File: src/rtl/decade_count_monitor_if.sv
// Count-stream bus between a decade counter (master) and its sequence monitor (slave).
interface decade_count_monitor_if #(
  parameter int unsigned CNT_W = 8
);
  logic [3:0]       count_in;
  logic             count_valid;
  logic             locked;
  logic [3:0]       expected;
  logic             err_pulse;
  logic             wrap_pulse;
  logic [CNT_W-1:0] err_count;
  logic [CNT_W-1:0] wrap_count;

  modport master (
    output count_in, count_valid,
    input  locked, expected, err_pulse, wrap_pulse, err_count, wrap_count
  );

  modport slave (
    input  count_in, count_valid,
    output locked, expected, err_pulse, wrap_pulse, err_count, wrap_count
  );
endinterface

File: src/rtl/decade_count_monitor.sv
// Locks onto a 1..10 decade count stream, flags out-of-sequence samples and
// counts completed decades; all outputs registered with one cycle of latency.
module decade_count_monitor #(
  parameter int unsigned LOCK_LEN   = 3,
  parameter int unsigned UNLOCK_LEN = 2,
  parameter int unsigned CNT_W      = 8
) (
  input  logic                  clk,
  input  logic                  reset,
  decade_count_monitor_if.slave mon
);

  localparam logic [3:0] LOCK_V   = 4'(LOCK_LEN);
  localparam logic [3:0] UNLOCK_V = 4'(UNLOCK_LEN);

  typedef enum logic [1:0] {
    ST_HUNT   = 2'b00,
    ST_SYNC   = 2'b01,
    ST_LOCKED = 2'b10
  } state_t;

  function automatic logic [3:0] succ(input logic [3:0] v);
    return (v == 4'd10) ? 4'd1 : 4'(v + 4'd1);
  endfunction

  state_t           r_state;
  logic [3:0]       r_prev;
  logic [3:0]       r_match;
  logic [3:0]       r_miss;
  logic             r_locked;
  logic [3:0]       r_expected;
  logic             r_err_pulse;
  logic             r_wrap_pulse;
  logic [CNT_W-1:0] r_err_count;
  logic [CNT_W-1:0] r_wrap_count;

  state_t     w_state_nxt;
  logic [3:0] w_prev_nxt;
  logic [3:0] w_match_nxt;
  logic [3:0] w_miss_nxt;
  logic [3:0] w_succ;
  logic [3:0] w_match_inc;
  logic [3:0] w_miss_inc;
  logic       w_legal;
  logic       w_hit;
  logic       w_err_nxt;
  logic       w_wrap_nxt;
  logic       w_locked_nxt;
  logic [3:0] w_expected_nxt;

  assign w_succ      = succ(r_prev);
  assign w_legal     = (mon.count_in >= 4'd1) && (mon.count_in <= 4'd10);
  assign w_hit       = (mon.count_in == w_succ);
  assign w_match_inc = 4'(r_match + 4'd1);
  assign w_miss_inc  = 4'(r_miss + 4'd1);

  // State register plus registered outputs and saturating event counters
  always_ff @(posedge clk) begin
    if (reset) begin
      r_state      <= ST_HUNT;
      r_prev       <= 4'd0;
      r_match      <= 4'd0;
      r_miss       <= 4'd0;
      r_locked     <= 1'b0;
      r_expected   <= 4'd0;
      r_err_pulse  <= 1'b0;
      r_wrap_pulse <= 1'b0;
      r_err_count  <= '0;
      r_wrap_count <= '0;
    end else begin
      r_state      <= w_state_nxt;
      r_prev       <= w_prev_nxt;
      r_match      <= w_match_nxt;
      r_miss       <= w_miss_nxt;
      r_locked     <= w_locked_nxt;
      r_expected   <= w_expected_nxt;
      r_err_pulse  <= w_err_nxt;
      r_wrap_pulse <= w_wrap_nxt;
      if (w_err_nxt && (r_err_count != {CNT_W{1'b1}}))
        r_err_count <= CNT_W'(r_err_count + 1'b1);
      if (w_wrap_nxt && (r_wrap_count != {CNT_W{1'b1}}))
        r_wrap_count <= CNT_W'(r_wrap_count + 1'b1);
    end
  end

  // Next-state: hunt for a legal value, confirm LOCK_LEN in a row, then flywheel
  always_comb begin
    w_state_nxt = r_state;
    w_prev_nxt  = r_prev;
    w_match_nxt = r_match;
    w_miss_nxt  = r_miss;
    case (r_state)
      ST_HUNT: begin
        if (mon.count_valid && w_legal) begin
          w_prev_nxt  = mon.count_in;
          w_match_nxt = 4'd1;
          w_state_nxt = ST_SYNC;
        end
      end
      ST_SYNC: begin
        if (mon.count_valid) begin
          if (!w_legal) begin
            w_state_nxt = ST_HUNT;
            w_match_nxt = 4'd0;
          end else if (w_hit) begin
            w_prev_nxt  = mon.count_in;
            w_match_nxt = w_match_inc;
            if (w_match_inc == LOCK_V) begin
              w_state_nxt = ST_LOCKED;
              w_miss_nxt  = 4'd0;
            end
          end else begin
            w_prev_nxt  = mon.count_in;
            w_match_nxt = 4'd1;
          end
        end
      end
      ST_LOCKED: begin
        if (mon.count_valid) begin
          if (w_hit) begin
            w_prev_nxt = mon.count_in;
            w_miss_nxt = 4'd0;
          end else if (w_miss_inc == UNLOCK_V) begin
            w_state_nxt = ST_HUNT;
            w_prev_nxt  = 4'd0;
            w_match_nxt = 4'd0;
            w_miss_nxt  = 4'd0;
          end else begin
            w_prev_nxt = w_succ;
            w_miss_nxt = w_miss_inc;
          end
        end
      end
      default: begin
        w_state_nxt = ST_HUNT;
        w_prev_nxt  = 4'd0;
        w_match_nxt = 4'd0;
        w_miss_nxt  = 4'd0;
      end
    endcase
  end

  // Output decode: pulses only for valid samples taken while locked
  always_comb begin
    w_err_nxt      = 1'b0;
    w_wrap_nxt     = 1'b0;
    w_locked_nxt   = (w_state_nxt == ST_LOCKED);
    w_expected_nxt = 4'd0;
    if (mon.count_valid && (r_state == ST_LOCKED)) begin
      w_err_nxt  = !w_hit;
      w_wrap_nxt = w_hit && (r_prev == 4'd10);
    end
    if (w_locked_nxt)
      w_expected_nxt = succ(w_prev_nxt);
  end

  assign mon.locked     = r_locked;
  assign mon.expected   = r_expected;
  assign mon.err_pulse  = r_err_pulse;
  assign mon.wrap_pulse = r_wrap_pulse;
  assign mon.err_count  = r_err_count;
  assign mon.wrap_count = r_wrap_count;

endmodule

File: src/flat_wrapper.sv
// flat-port wrapper written by rule: the top's interface ports become plain ports
module decade_count_monitor_flat 
#(
  parameter int unsigned LOCK_LEN   = 3,
  parameter int unsigned UNLOCK_LEN = 2,
  parameter int unsigned CNT_W      = 8
)
  (clk, reset, mon_count_in, mon_count_valid, mon_locked, mon_expected, mon_err_pulse, mon_wrap_pulse, mon_err_count, mon_wrap_count);
  decade_count_monitor_if #(.CNT_W(CNT_W)) mon_i ();
  input  logic clk;
  input  logic reset;
  input wire logic [$bits(mon_i.count_in)-1:0] mon_count_in;
  input wire logic [$bits(mon_i.count_valid)-1:0] mon_count_valid;
  output wire logic [$bits(mon_i.locked)-1:0] mon_locked;
  output wire logic [$bits(mon_i.expected)-1:0] mon_expected;
  output wire logic [$bits(mon_i.err_pulse)-1:0] mon_err_pulse;
  output wire logic [$bits(mon_i.wrap_pulse)-1:0] mon_wrap_pulse;
  output wire logic [$bits(mon_i.err_count)-1:0] mon_err_count;
  output wire logic [$bits(mon_i.wrap_count)-1:0] mon_wrap_count;
  assign mon_i.count_in = mon_count_in;
  assign mon_i.count_valid = mon_count_valid;
  assign mon_locked = mon_i.locked;
  assign mon_expected = mon_i.expected;
  assign mon_err_pulse = mon_i.err_pulse;
  assign mon_wrap_pulse = mon_i.wrap_pulse;
  assign mon_err_count = mon_i.err_count;
  assign mon_wrap_count = mon_i.wrap_count;
  decade_count_monitor #(.LOCK_LEN(LOCK_LEN), .UNLOCK_LEN(UNLOCK_LEN), .CNT_W(CNT_W)) u_core (.clk(clk), .reset(reset), .mon(mon_i));
endmodule
File: config.mk
export PLATFORM = sky130hd
export DESIGN_NAME = decade_count_monitor_flat
export DESIGN_NICKNAME = d
export VERILOG_FILES = /design/src/rtl/decade_count_monitor_if.sv /design/src/rtl/decade_count_monitor.sv /design/src/flat_wrapper.sv
export SDC_FILE = /design/constraint.sdc
export NUM_CORES = 1
export LEC_CHECK = 0
export CAP_MARGIN = 20
export CORE_MARGIN = 4
export CORE_UTILIZATION = 57
export CTS_BUF_LIST = sky130_fd_sc_hd__clkbuf_4
export DETAILED_ROUTE_END_ITERATION = 8
export HOLD_SLACK_MARGIN = 0.08
export PLACE_DENSITY = 0.9
export SYNTH_ARGS = -nofsm -noshare
export SYNTH_HDL_FRONTEND = slang
export SYNTH_SLANG_ARGS = --single-unit
File: constraint.sdc
create_clock -name clk -period 5.5 [get_ports clk]
set_clock_uncertainty 0.1 [all_clocks]
set_input_delay 0.55 -clock clk [delete_from_list [all_inputs] [get_ports clk]]
set_output_delay 0.55 -clock clk [all_outputs]
set_load 0.005 [all_outputs]
Word level (Yosys, flattened, before mapping)
Index checks and enable logic that the tools add are counted.
{"block": "op_classes", "n_addsub": 6, "n_lt_le_gt_ge": 2, "eq_ne": 18, "mux": 36, "n_bitwise": 2, "n_reduce_logical": 12}
{"operator": "$mux 4", "count": 21}
{"operator": "$pmux 4 s3", "count": 3}
{"operator": "$add 4x1->4 const B", "count": 4}
{"operator": "$add 8x1->8 const B", "count": 2}
{"operator": "$mux 2", "count": 8}
{"operator": "$ne 8x8->1 const B", "count": 2}
{"operator": "$ne 2x1->1 const B", "count": 5}
{"operator": "$eq 4x2->1 const B", "count": 2}
{"operator": "$eq 4x4->1 const B", "count": 2}
{"operator": "$logic_and 1x1->1", "count": 6}
{"operator": "$ne 2x2->1 const B", "count": 3}
{"operator": "$pmux 2 s3", "count": 1}
{"operator": "$reduce_and 6->1", "count": 1}
{"operator": "$reduce_and 5->1", "count": 1}
{"operator": "$eq 2x2->1 const B", "count": 2}
{"operator": "$eq 4x4->1", "count": 1}
{"operator": "$ge 4x1->1 const B", "count": 1}
{"operator": "$le 4x4->1 const B", "count": 1}
{"operator": "$mux 1", "count": 3}
{"operator": "$reduce_or 3->1", "count": 1}
{"operator": "$eq 2x1->1 const B", "count": 1}
{"operator": "$logic_not 2->1", "count": 1}
{"operator": "$not 1->1", "count": 2}
{"operator": "$reduce_or 2->1", "count": 1}
{"operator": "$logic_not 1->1", "count": 1}
{"block": "word_totals", "regBits": 37, "input_bits": 7, "elab_cells": 87}

Longest topological paths before layout
Gate-level depths: netlist of the first run.
{"block": "depth", "word_depth": 10, "mapped_depth": 16}

Worst setup path after synthesis of the first run
OpenSTA, ideal clock, no wires.
{"block": "synth_timing", "kind": "register to register", "start": "register u_core.r_prev[0]", "end": "register u_core.r_expected[2], in the netlist u_core.mon.expected[2]", "arrival_ns": 2.955, "path_slack_ns": 2.378, "path_stages_with_launch": 17, "period_less_slack_ns": 3.122, "path_cell_list": "dfxtp_1 -> inv_2 -> ha_1 -> and3b_1 -> buf_6 -> nor2_1 -> xor2_1 -> nor4b_2 -> buf_2 -> nand3_1 -> nand3_1 -> inv_1 -> ha_1 -> inv_1 -> o21ai_0 -> mux2_2 -> nor2_1"}
{"block": "synth_via", "word_cells_on_any_way": 22, "classes_between": "2 x add/sub; 4 x eq/ne; 14 x mux; 1 x bitwise; 1 x reduce/logical"}
{"element": "start, declared", "line": "decade_count_monitor.sv:27", "text": "logic [3:0] r_prev;"}
{"element": "start signal, assigned", "line": "decade_count_monitor.sv:72", "text": "r_prev <= w_prev_nxt;"}
{"element": "$add 4x1->4 or $eq 4x4->1 (tied branches)", "line": "decade_count_monitor.sv:23", "text": "return (v == 4'd10) ? 4'd1 : 4'(v + 4'd1);"}
{"element": "$mux 4", "line": "decade_count_monitor.sv:23"}
{"element": "$eq 4x4->1 or $mux 4 (tied branches)", "line": "decade_count_monitor.sv:53, decade_count_monitor.sv:123"}
{"element": "$mux 4", "line": "decade_count_monitor.sv:120", "text": "if (w_hit) begin"}
{"element": "$mux 4", "line": "decade_count_monitor.sv:119", "text": "if (mon.count_valid) begin"}
{"element": "$pmux 4 s3 *", "line": "decade_count_monitor.sv:92", "text": "case (r_state)"}
{"element": "net u_core.w_prev_nxt[0]", "line": "decade_count_monitor.sv:38", "text": "logic [3:0] w_prev_nxt;"}
{"element": "branches (longest 2 deep; another with $add 4x1->4)"}
{"element": "end signal, assigned", "line": "decade_count_monitor.sv:76", "text": "r_expected <= w_expected_nxt;"}
{"element": "end, declared", "line": "decade_count_monitor.sv:31", "text": "logic [3:0] r_expected;"}
Mark *: on every way through the listed nets, which the timed path passes.
A chain may end at the register's enable or synchronous reset.

Final worst setup path of the first run
Same ends and word-level chain as after synthesis.

==> results of run 1 <==
## sequential cells by signal (all words and copies together) (netlist names)
name / cells
u_core.mon.err_count: 8
u_core.mon.err_pulse: 1
u_core.mon.expected: 4
u_core.mon.locked: 1
u_core.mon.wrap_count: 8
u_core.mon.wrap_pulse: 1
u_core.r_match: 4
u_core.r_miss: 4
u_core.r_prev: 4
u_core.r_state: 2
## path summary, 6_finish.rpt
kind / cells past startpoint / from / end / slack (ns)
hold / removal: 2 / u_core.mon.wrap_count[1] / u_core.mon.wrap_count[1] / 0.43
setup / recovery: 15 / u_core.r_prev[0] / u_core.mon.expected[2] / 1.99
hold reg to reg: 2 / u_core.mon.wrap_count[1] / u_core.mon.wrap_count[1] / 0.43
setup reg to reg: 15 / u_core.r_prev[0] / u_core.mon.expected[2] / 1.99
## placed cells by master (no fill, tap or decap), types with 4 or more instances in the layout
master	instances
dfxtp_1	37
nor2_1	35
clkdlybuf4s50_1	29
nand2_1	24
a21oi_1	13
xor2_1	12
o21ai_0	12
ha_1	10
inv_1	9
nand3_1	9
nand4_1	8
xnor2_1	7
nor3_1	7
clkbuf_4	6
and3_1	5
nor2b_1	4
nand2b_1	4
a21o_1	4
a31oi_1	4
a211oi_1	4
## logic make-up after synthesis
logic type                 Yosys count
and+or+nand+nor                    120
AOI/OAI and AO/OA                   60
DFF                                 37
buffers and inverters               25
xor gates and xnor gates            19
adders and majority gates           10
muxes                                4
## report_power, final
group / internal, uW / leakage (uW) / switching (uW)
clock: 99.5 / 0.0000433 / 89.4
sequential: 271 / 0.000299 / 5.52
combinational: 21.8 / 0.000628 / 33.6
## per-layer routing
| layer | wire length (um) | share of wire |
|---|---|---|
| met1 | 2301 | 0.48 |
| met2 | 2129 | 0.44 |
| met3 | 288 | 0.060 |
| met4 | 91 | 0.019 |
| met5 | 0 | 0 |
## area by class of cell
class | instances | area, um2
multi-input combinational | 213 | 1368
fill | 294 | 1126
sequential | 37 | 740.7
timing repair buffer | 31 | 305.3
tap | 48 | 60.06
clock buffer | 6 | 45.04
inverter | 10 | 37.54
clock inverter | 2 | 33.78
## cell usage after synthesis, types with 2 or more instances
cell type  instances
a311oi_1           2
a22oi_1            2
dfxtp_1           37
or4_1              3
mux2i_1            3
and3_1             5
inv_1              9
a31oi_1            4
o211ai_1           2
nor3_1             7
and3b_1            2
nand2b_1           4
a21o_1             4
a41oi_1            2
nand3_1            9
nor4b_1            2
o221ai_1           2
or3_1              2
a21boi_0           3
nand4_1            8
and2_1             3
nand2_1           24
nor2b_1            4
nor2_1            35
clkbuf_1          11
a21oi_1           13
o41a_1             2
o21ai_0           12
xor2_1            12
xnor2_1            7
nor4_1             2
a211oi_1           4
ha_1              10
buf_2              2
nand4b_1           2
buf_6              2
## worst max-delay path, delay by kind of cell, from the launching register on
family	cells	cell delay [ns]
AND/OR/NAND/NOR	6	1.30
buffers and inverters	4	0.44
AO/OA/AOI/OAI	1	0.09
flip-flops	1	0.48
XOR/XNOR	1	0.27
multiplexers	1	0.29
adder cells (fa/ha/maj)	2	0.46
## stage by stage
step           power, uW    util
4_1_cts            523.6  0.6970
3_3_place_gp       335.6  0.6758
2_1_floorplan      323.3       -
3_5_place_dp       336.7  0.6758
5_1_grt            541.3  0.6970
6_report           520.3  0.6970
==> flow_summary.toml, run 1 <==
[grt]
grt_pass1_wl_um = 8266
gr-total-overflow = 0
grt_pass1_vias = 1845
grt_use_total = 0.2014
grt_max_degree = 33
met2_usage = 0.3119
top_usage_layer = "met2"
met1_usage = 0.2570
antenna_found_initial = 0
use_met3 = 0.05755

[timing]
finalSetupTns_ns = 0
whs_ns = 0.4288
rsz0062_at_grt = "no"
max_slew_margin = 0.4743
finalCritPeriodShare = 0.6390
worstMarginPinSlew_ns = 0.7832
hold_viol_final = 0
fmaxAchievable_mhz = 284.5
final_max_slew_viol_count = 0
finalCriticalPeriod_ns = 3.515
worst_slack_ns = 1.985
setup_viol = 0

[critical_path]
arrival_ns = 3.70
criticalPathCategory = "reg2reg"
end_kind = "register"
slowest_stage = "or4_1"
max_stage_delay_ns = 0.52
path_max_fanout = 17
cp.required_ns = 5.69
crit_chain = "inv_2 -> ha_1 -> and3b_1 -> nor2_1 -> xor2_1 -> nor4b_2 -> buf_4 -> or4_1 -> nand3_1 -> inv_1 -> ha_1 -> inv_1 -> o21ai_0 -> mux2_2 -> nor2_1"
start_kind = "register"

[clocking]
postCtsSetupRepairBufs = 0
cts-root-buf = "clkbuf_4"
cts_num_sinks = 37
cts_buffers = 5
cts_max_path_buffers = 2
clk-insertion-delay-late_ns = 0.35
clk_pin_slew_ns = 0.11
postCtsHoldBufs = 0
ctsResizeCount = 0
htreeDepth = 2
cts_tree = "built"

[placed_design]
placed_cell_area_um2 = 2511
placed_cells = 339
port-buffer-count = 29
place_congestion = 0.9155
dp_hpwl_um = 3387
dp_slack_ns = 2.030

[route]
ant_nets = 0
vias = 2064
routed_wl_um = 4810
drc = 0
via_per_inst = 5.948
firstDrtPassIters = 4
first_iter_violations = 225
wl_per_cell_um = 13.86

[synth]
synth_fp_nets = 292
ys_warn_count = 0
synth.area.top_cells = "dfxtp_1, nor2_1, ha_1"
yosysSeqAreaShare = 0.3337
synth_cell_types = 54
syn_area_um2 = 2220
yosys.area_share.simple = 0.2830
ys_ff_latch = 37
avgSynthCellArea_um2 = 8.071
synth_top_family_by_area = "simple AND/OR/NAND/NOR gates"
synth_compound_area_frac = 0.1832
synth_xor_xnor_area_share = 0.07497
synth_edf_count = 0
synth_top_area_frac = 0.3337
async_flop_share = 0
muxShareOfSynthArea = 0.01860
synth_fa_ha_area_frac = 0.05637
synthCells = 275
synth.largest_area_cell = "dfxtp_1"
synth-main-ff-cell = "dfxtp_1"

[layout]
layout.cells.non_filler = 347
area.growth.synth_to_final_pct = 16.69
drive_above_1_share = 0.05351
nNetsFinal = 315
antenna_cells = 0
final_area_um2 = 2590

[power]
cellLeakagePower_uw = 0.0009700
ir_worst_vdd_uv = 158.9
powerDensity_nw_per_um2 = 200.9

[worst_hold_path]
hp-class = "reg2reg"

[floorplanning]
die_h_um = 70.40
start_util = 0.5973
core-area_um2 = 3716
io_pins = 30
die_area_um2 = 4956
fp-row-count = 22
die_x_um = 70.40

[flow_run]
maxCapViolCount = 0

[outcome]
status = "completed"
No activity file was read; power rests on OpenSTA's default activity.
==> run 2, diff against run 1 <==
==> constraint.sdc (replaced) <==
create_clock -name clk -period 3.3 [get_ports clk]
set_clock_uncertainty 0.1 [all_clocks]
set_input_delay 0.33 -clock clk [delete_from_list [all_inputs] [get_ports clk]]
set_output_delay 0.33 -clock clk [all_outputs]
set_load 0.005 [all_outputs]
==> run 2 against run 1 <==
Net effect:
- wire length rose by 2.2%
- worst hold slack worse by 0.011 ns
- total power rose by 51%
- largest power group unchanged
- first-iteration DRC count down 33%
- fmax grew 14%
- highest routed layer unchanged
- non-clock buffer count rose by 3
- core utilization fell by 0.17 points
- via count is 0.34% higher
- count of clock-buffer cells in the layout shrank 1
- flip-flop and latch count stayed put
- register-to-register slack worse by 1.8 ns
- sequential share of layout area rose by 0.069 points
==> flow_summary.toml, run 2 (synthesis gave the netlist of run 1 again) <==
[outcome]
status = "completed"

[route]
routed_wl_um = 4916
via_per_inst = 5.934
drc = 0
firstDrtPassIters = 4
wl_per_cell_um = 14.09
first_iter_violations = 151
ant_nets = 0
vias = 2071

[timing]
finalSetupTns_ns = 0
final_max_slew_viol_count = 0
hold_viol_final = 0
finalCriticalPeriod_ns = 3.093
finalCritPeriodShare = 0.9373
setup_viol = 0
rsz0062_at_grt = "no"
worstMarginPinSlew_ns = 0.6634
max_slew_margin = 0.5578
fmaxAchievable_mhz = 323.3

[clocking]
ctsResizeCount = 0
cts_buffers = 5
cts_num_sinks = 37
clk_pin_slew_ns = 0.11
cts_tree = "built"
postCtsHoldBufs = 0
postCtsSetupRepairBufs = 0
cts_max_path_buffers = 2
cts-root-buf = "clkbuf_4"
htreeDepth = 2
clk-insertion-delay-late_ns = 0.35

[floorplanning]
core-area_um2 = 3716
start_util = 0.5973
io_pins = 30
die_x_um = 70.40
fp-row-count = 22
die_area_um2 = 4956
die_h_um = 70.40

[critical_path]
end_kind = "register"
start_kind = "register"
crit_end = "u_core.mon.expected[2]"
arrival_ns = 3.28
criticalPathCategory = "reg2reg"
r2r_cells = 14
regToRegSetupSlack_ns = 0.21
r2r_start = "u_core.r_prev[1]"
cp.required_ns = 3.49
timing.rr.end = "u_core.mon.expected[2]"
path_max_fanout = 15
crit_start = "u_core.r_prev[1]"

[grt]
met1_usage = 0.2787
met2_usage = 0.3306
gr-total-overflow = 0
antenna_found_initial = 0
top_usage_layer = "met2"
grt_use_total = 0.2070
grt_pass1_vias = 1916
use_met3 = 0.05036
grt_max_degree = 33
grt_pass1_wl_um = 8659

[layout]
seq_area_um2 = 740.7
layout_common_cells = "dfxtp_1, nor2_1, clkdlybuf4s50_1"
nNetsFinal = 318
utilization = 0.6953
fill_cells = 292
multi_input_area_um2 = 1369
final_common_cell = "dfxtp_1"
drive_above_1_share = 0.06312
area.growth.synth_to_final_pct = 16.40
antenna_cells = 0

[flow_run]
maxCapViolCount = 0

[placed_design]
port-buffer-count = 29
dp_hpwl_um = 3495
place_congestion = 0.8995

[power]
cellLeakagePower_uw = 0.0009653
powerDensity_nw_per_um2 = 303.5
ir_worst_vdd_uv = 217.6

[worst_hold_path]
hp-class = "reg2reg"
==> run 2: cell types whose count changed in the layout (fill, tap and decap cells not counted), sizes merged <==
cell,before,now
buf,2,5
bufinv,1,0
clkbuf,6,5
clkinvlp,0,1
==> run 2: cell type report <==
class,instances,share of cell area
well taps,48,0.02324
multi-input cells,213,0.5298
repair buffers,34,0.1269
clock inverters,2,0.004358
inverters,10,0.01453
flip-flops and latches,37,0.2867
clock buffers,5,0.01453
==> run 2: metrics by stage <==
step                setup WS (ns)  instances  hold WS [ns]  cell area, um2  power (uW)
CTS                        0.1629        349        0.4199            2582       788.8
floorplan                  0.1781        275        0.3066            2220       538.9
detailed placement         0.2240        342        0.4056            2534       564.5
global placement           0.3444        342        0.3988            2534       561.6
finish                     0.2068        349        0.4182            2584       784.3
global route              0.01353        349        0.4657            2584       817.8
==> run 2: report_power, final <==
part	internal [uW]	switching (uW)	total, uW
Sequential	451	8.03	459
Clock	76.5	151	228
Combinational	39.2	58.2	97.4
Total	567	218	784
==> run 2: per-layer routing <==
layer / routed length (um) / part of all wire
met1: 2277 / 0.46
met2: 2261 / 0.46
met3: 327 / 0.067
met4: 50 / 0.010
met5: 0 / 0
==> run 2: critical path: stages (launching register included) <==
cell,delay [ns]
dfxtp_1,0.46
ha_1,0.25
and3b_2,0.29
nor2_1,0.08
xor2_1,0.17
nor4b_2,0.35
buf_4,0.26
nand3_1,0.10
nand3_1,0.19
inv_1,0.08
ha_1,0.22
inv_1,0.07
o21ai_0,0.08
mux2_2,0.26
nor2_1,0.07
==> run 2: worst min-delay path by stage <==
stage	startpoint	endpoint	slack, ns	cells after the start
global route	u_core.r_match[3]	u_core.r_match[3]	0.47	1
floorplan	reset	u_core.mon.wrap_pulse	0.31	1
detailed placement	u_core.r_miss[3]	u_core.r_miss[3]	0.41	2
global placement	u_core.r_miss[3]	u_core.r_miss[3]	0.40	2
CTS	u_core.r_miss[3]	u_core.r_miss[3]	0.42	2
finish	u_core.r_miss[3]	u_core.r_miss[3]	0.42	2
==> run 3, diff against run 2 <==
--- a/config.mk
+++ b/config.mk
@@ -7,11 +7,10 @@
 export LEC_CHECK = 0
 export CAP_MARGIN = 20
 export CORE_MARGIN = 4
-export CORE_UTILIZATION = 57
-export CTS_BUF_LIST = sky130_fd_sc_hd__clkbuf_4
+export CORE_UTILIZATION = 55
 export DETAILED_ROUTE_END_ITERATION = 8
 export HOLD_SLACK_MARGIN = 0.08
-export PLACE_DENSITY = 0.9
+export PLACE_DENSITY = 0.88
 export SYNTH_ARGS = -nofsm -noshare
 export SYNTH_HDL_FRONTEND = slang
 export SYNTH_SLANG_ARGS = --single-unit
==> run 3 against run 2 <==
Net effect:
- fmax decreased by 0.78%
- clock power grew 81%
- design area up 4.2%
- count of clock-buffer cells in the layout rose by 2
- non-clock buffer count increased by 5
- core utilization grew 1.9 points
- worst hold slack improved by 0.0030 ns
- critical path depth unchanged
- global-route usage increased by 1.6 points
- via count up 3.1%
- wire length up 8.5%
- largest power group unchanged
==> flow_summary.toml, run 3 (synthesis gave the netlist of run 1 again) <==
[critical_path]
start_kind = "register"
cp.required_ns = 3.43
end_kind = "register"
criticalPathCategory = "reg2reg"
crit_chain = "inv_2 -> ha_1 -> and3b_2 -> nor2_2 -> xor2_1 -> nor4b_2 -> or4_1 -> nand3_1 -> inv_1 -> ha_1 -> inv_1 -> o21ai_0 -> mux2_2 -> nor2_1"
slowest_stage = "or4_1"
max_stage_delay_ns = 0.55
arrival_ns = 3.24
crit_buf_inv = 3
path_max_fanout = 6
crit_family = "simple AND/OR/NAND/NOR gates"

[timing]
hold_viol_final = 0
final_max_slew_viol_count = 0
worstMarginPinSlew_ns = 0.6099
rsz0062_at_grt = "no"
finalCritPeriodShare = 0.9446
finalSetupTns_ns = 0
max_slew_margin = 0.5934
setup_viol = 0
finalCriticalPeriod_ns = 3.117
fmaxAchievable_mhz = 320.8

[floorplanning]
io_pins = 30
start_util = 0.5886
fp-row-count = 22
core-area_um2 = 3771
die_h_um = 71.53
die_x_um = 71.53
die_area_um2 = 5116

[clocking]
cts_max_path_buffers = 2
cts_tree = "built"
clk_pin_slew_ns = 0.08
cts_buffers = 5
clk-insertion-delay-late_ns = 0.30
cts_num_sinks = 37
cts-root-buf = "clkbuf_8"
htreeDepth = 2

[layout]
antenna_cells = 0
layout.cells.non_filler = 355
drive_above_1_share = 0.08795
multi_input_area_um2 = 1371
fill_cells = 260
layout_common_cells = "dfxtp_1, nor2_1, clkdlybuf4s50_1"
nNetsFinal = 323
area.growth.synth_to_final_pct = 21.31
utilization = 0.7140
final_common_cell = "dfxtp_1"
final_area_um2 = 2693
seq_area_um2 = 742.0

[grt]
grt_pass1_wl_um = 9342
grt_max_degree = 32
gr-total-overflow = 0
grt_use_total = 0.2230
antenna_found_initial = 0
grt_pass1_vias = 2024

[power]
powerDensity_nw_per_um2 = 364.0
power_uw = 980.2
ir_worst_vdd_uv = 355.6
cellLeakagePower_uw = 0.001023

[route]
firstDrtPassIters = 4
drc = 0
wl_per_cell_um = 15.02
ant_nets = 0
routed_wl_um = 5333
vias = 2136
first_iter_violations = 273
via_per_inst = 6.017

[worst_hold_path]
hp-class = "reg2reg"

[flow_run]
maxCapViolCount = 0

[placed_design]
placed_cell_area_um2 = 2564
placed_cells = 346
dp_hpwl_um = 3692
place_congestion = 0.8795
port-buffer-count = 29

[outcome]
status = "completed"
==> run 3: cell types whose count changed in the layout (fill, tap and decap cells not counted), sizes merged <==
cell and change:
buf +5, clkbuf +2, bufinv +1, clkinv -1, clkinvlp -1
==> run 3: report_power, final <==
group	total, uW	leakage (uW)	switching, uW	internal (uW)
Clock	413	0.0000585	167	246
Combinational	109	0.000665	63.6	45.2
Sequential	458	0.000299	7.34	451
==> run 3: area by class of cell <==
cell class / count / area share
clock inverters: 1 / 0.01115
repair buffers: 39 / 0.1357
inverters: 10 / 0.01394
multi-input cells: 213 / 0.5093
well taps: 48 / 0.02230
flip-flops and latches: 37 / 0.2756
clock buffers: 7 / 0.03206
==> run 3: timing repair <==
item                       CTS  global route
resized for setup            0             3
setup endpoints to repair    0             4
buffers inserted             0             1
hold buffers                 0             0
==> run 3: path summary, 6_finish.rpt <==
kind	start	to	slack (ns)	cells past startpoint
setup / recovery	u_core.r_prev[0]	u_core.mon.expected[2]	0.18	14
hold reg to reg	u_core.r_match[3]	u_core.r_match[3]	0.42	1
setup reg to reg	u_core.r_prev[0]	u_core.mon.expected[2]	0.18	14
hold / removal	u_core.r_match[3]	u_core.r_match[3]	0.42	1
==> run 3: routing by layer <==
metal  vias to the layer above  GRT usage  routed length (um)
li1                       1050          -                   -
met1                       997     0.3015                2314
met2                        81     0.3592                2584
met3                         8    0.04769                 366
met4                         0    0.06054                  68
met5                         -          0                   0
==> run 3: stage by stage <==
step	setup WS, ns	hold slack [ns]
detailed placement	0.2049	0.4076
finish	0.1827	0.4212
global placement	0.3849	0.3938
floorplan	0.1781	0.3066
CTS	0.08098	0.4189
global route	0.000003775	0.4611
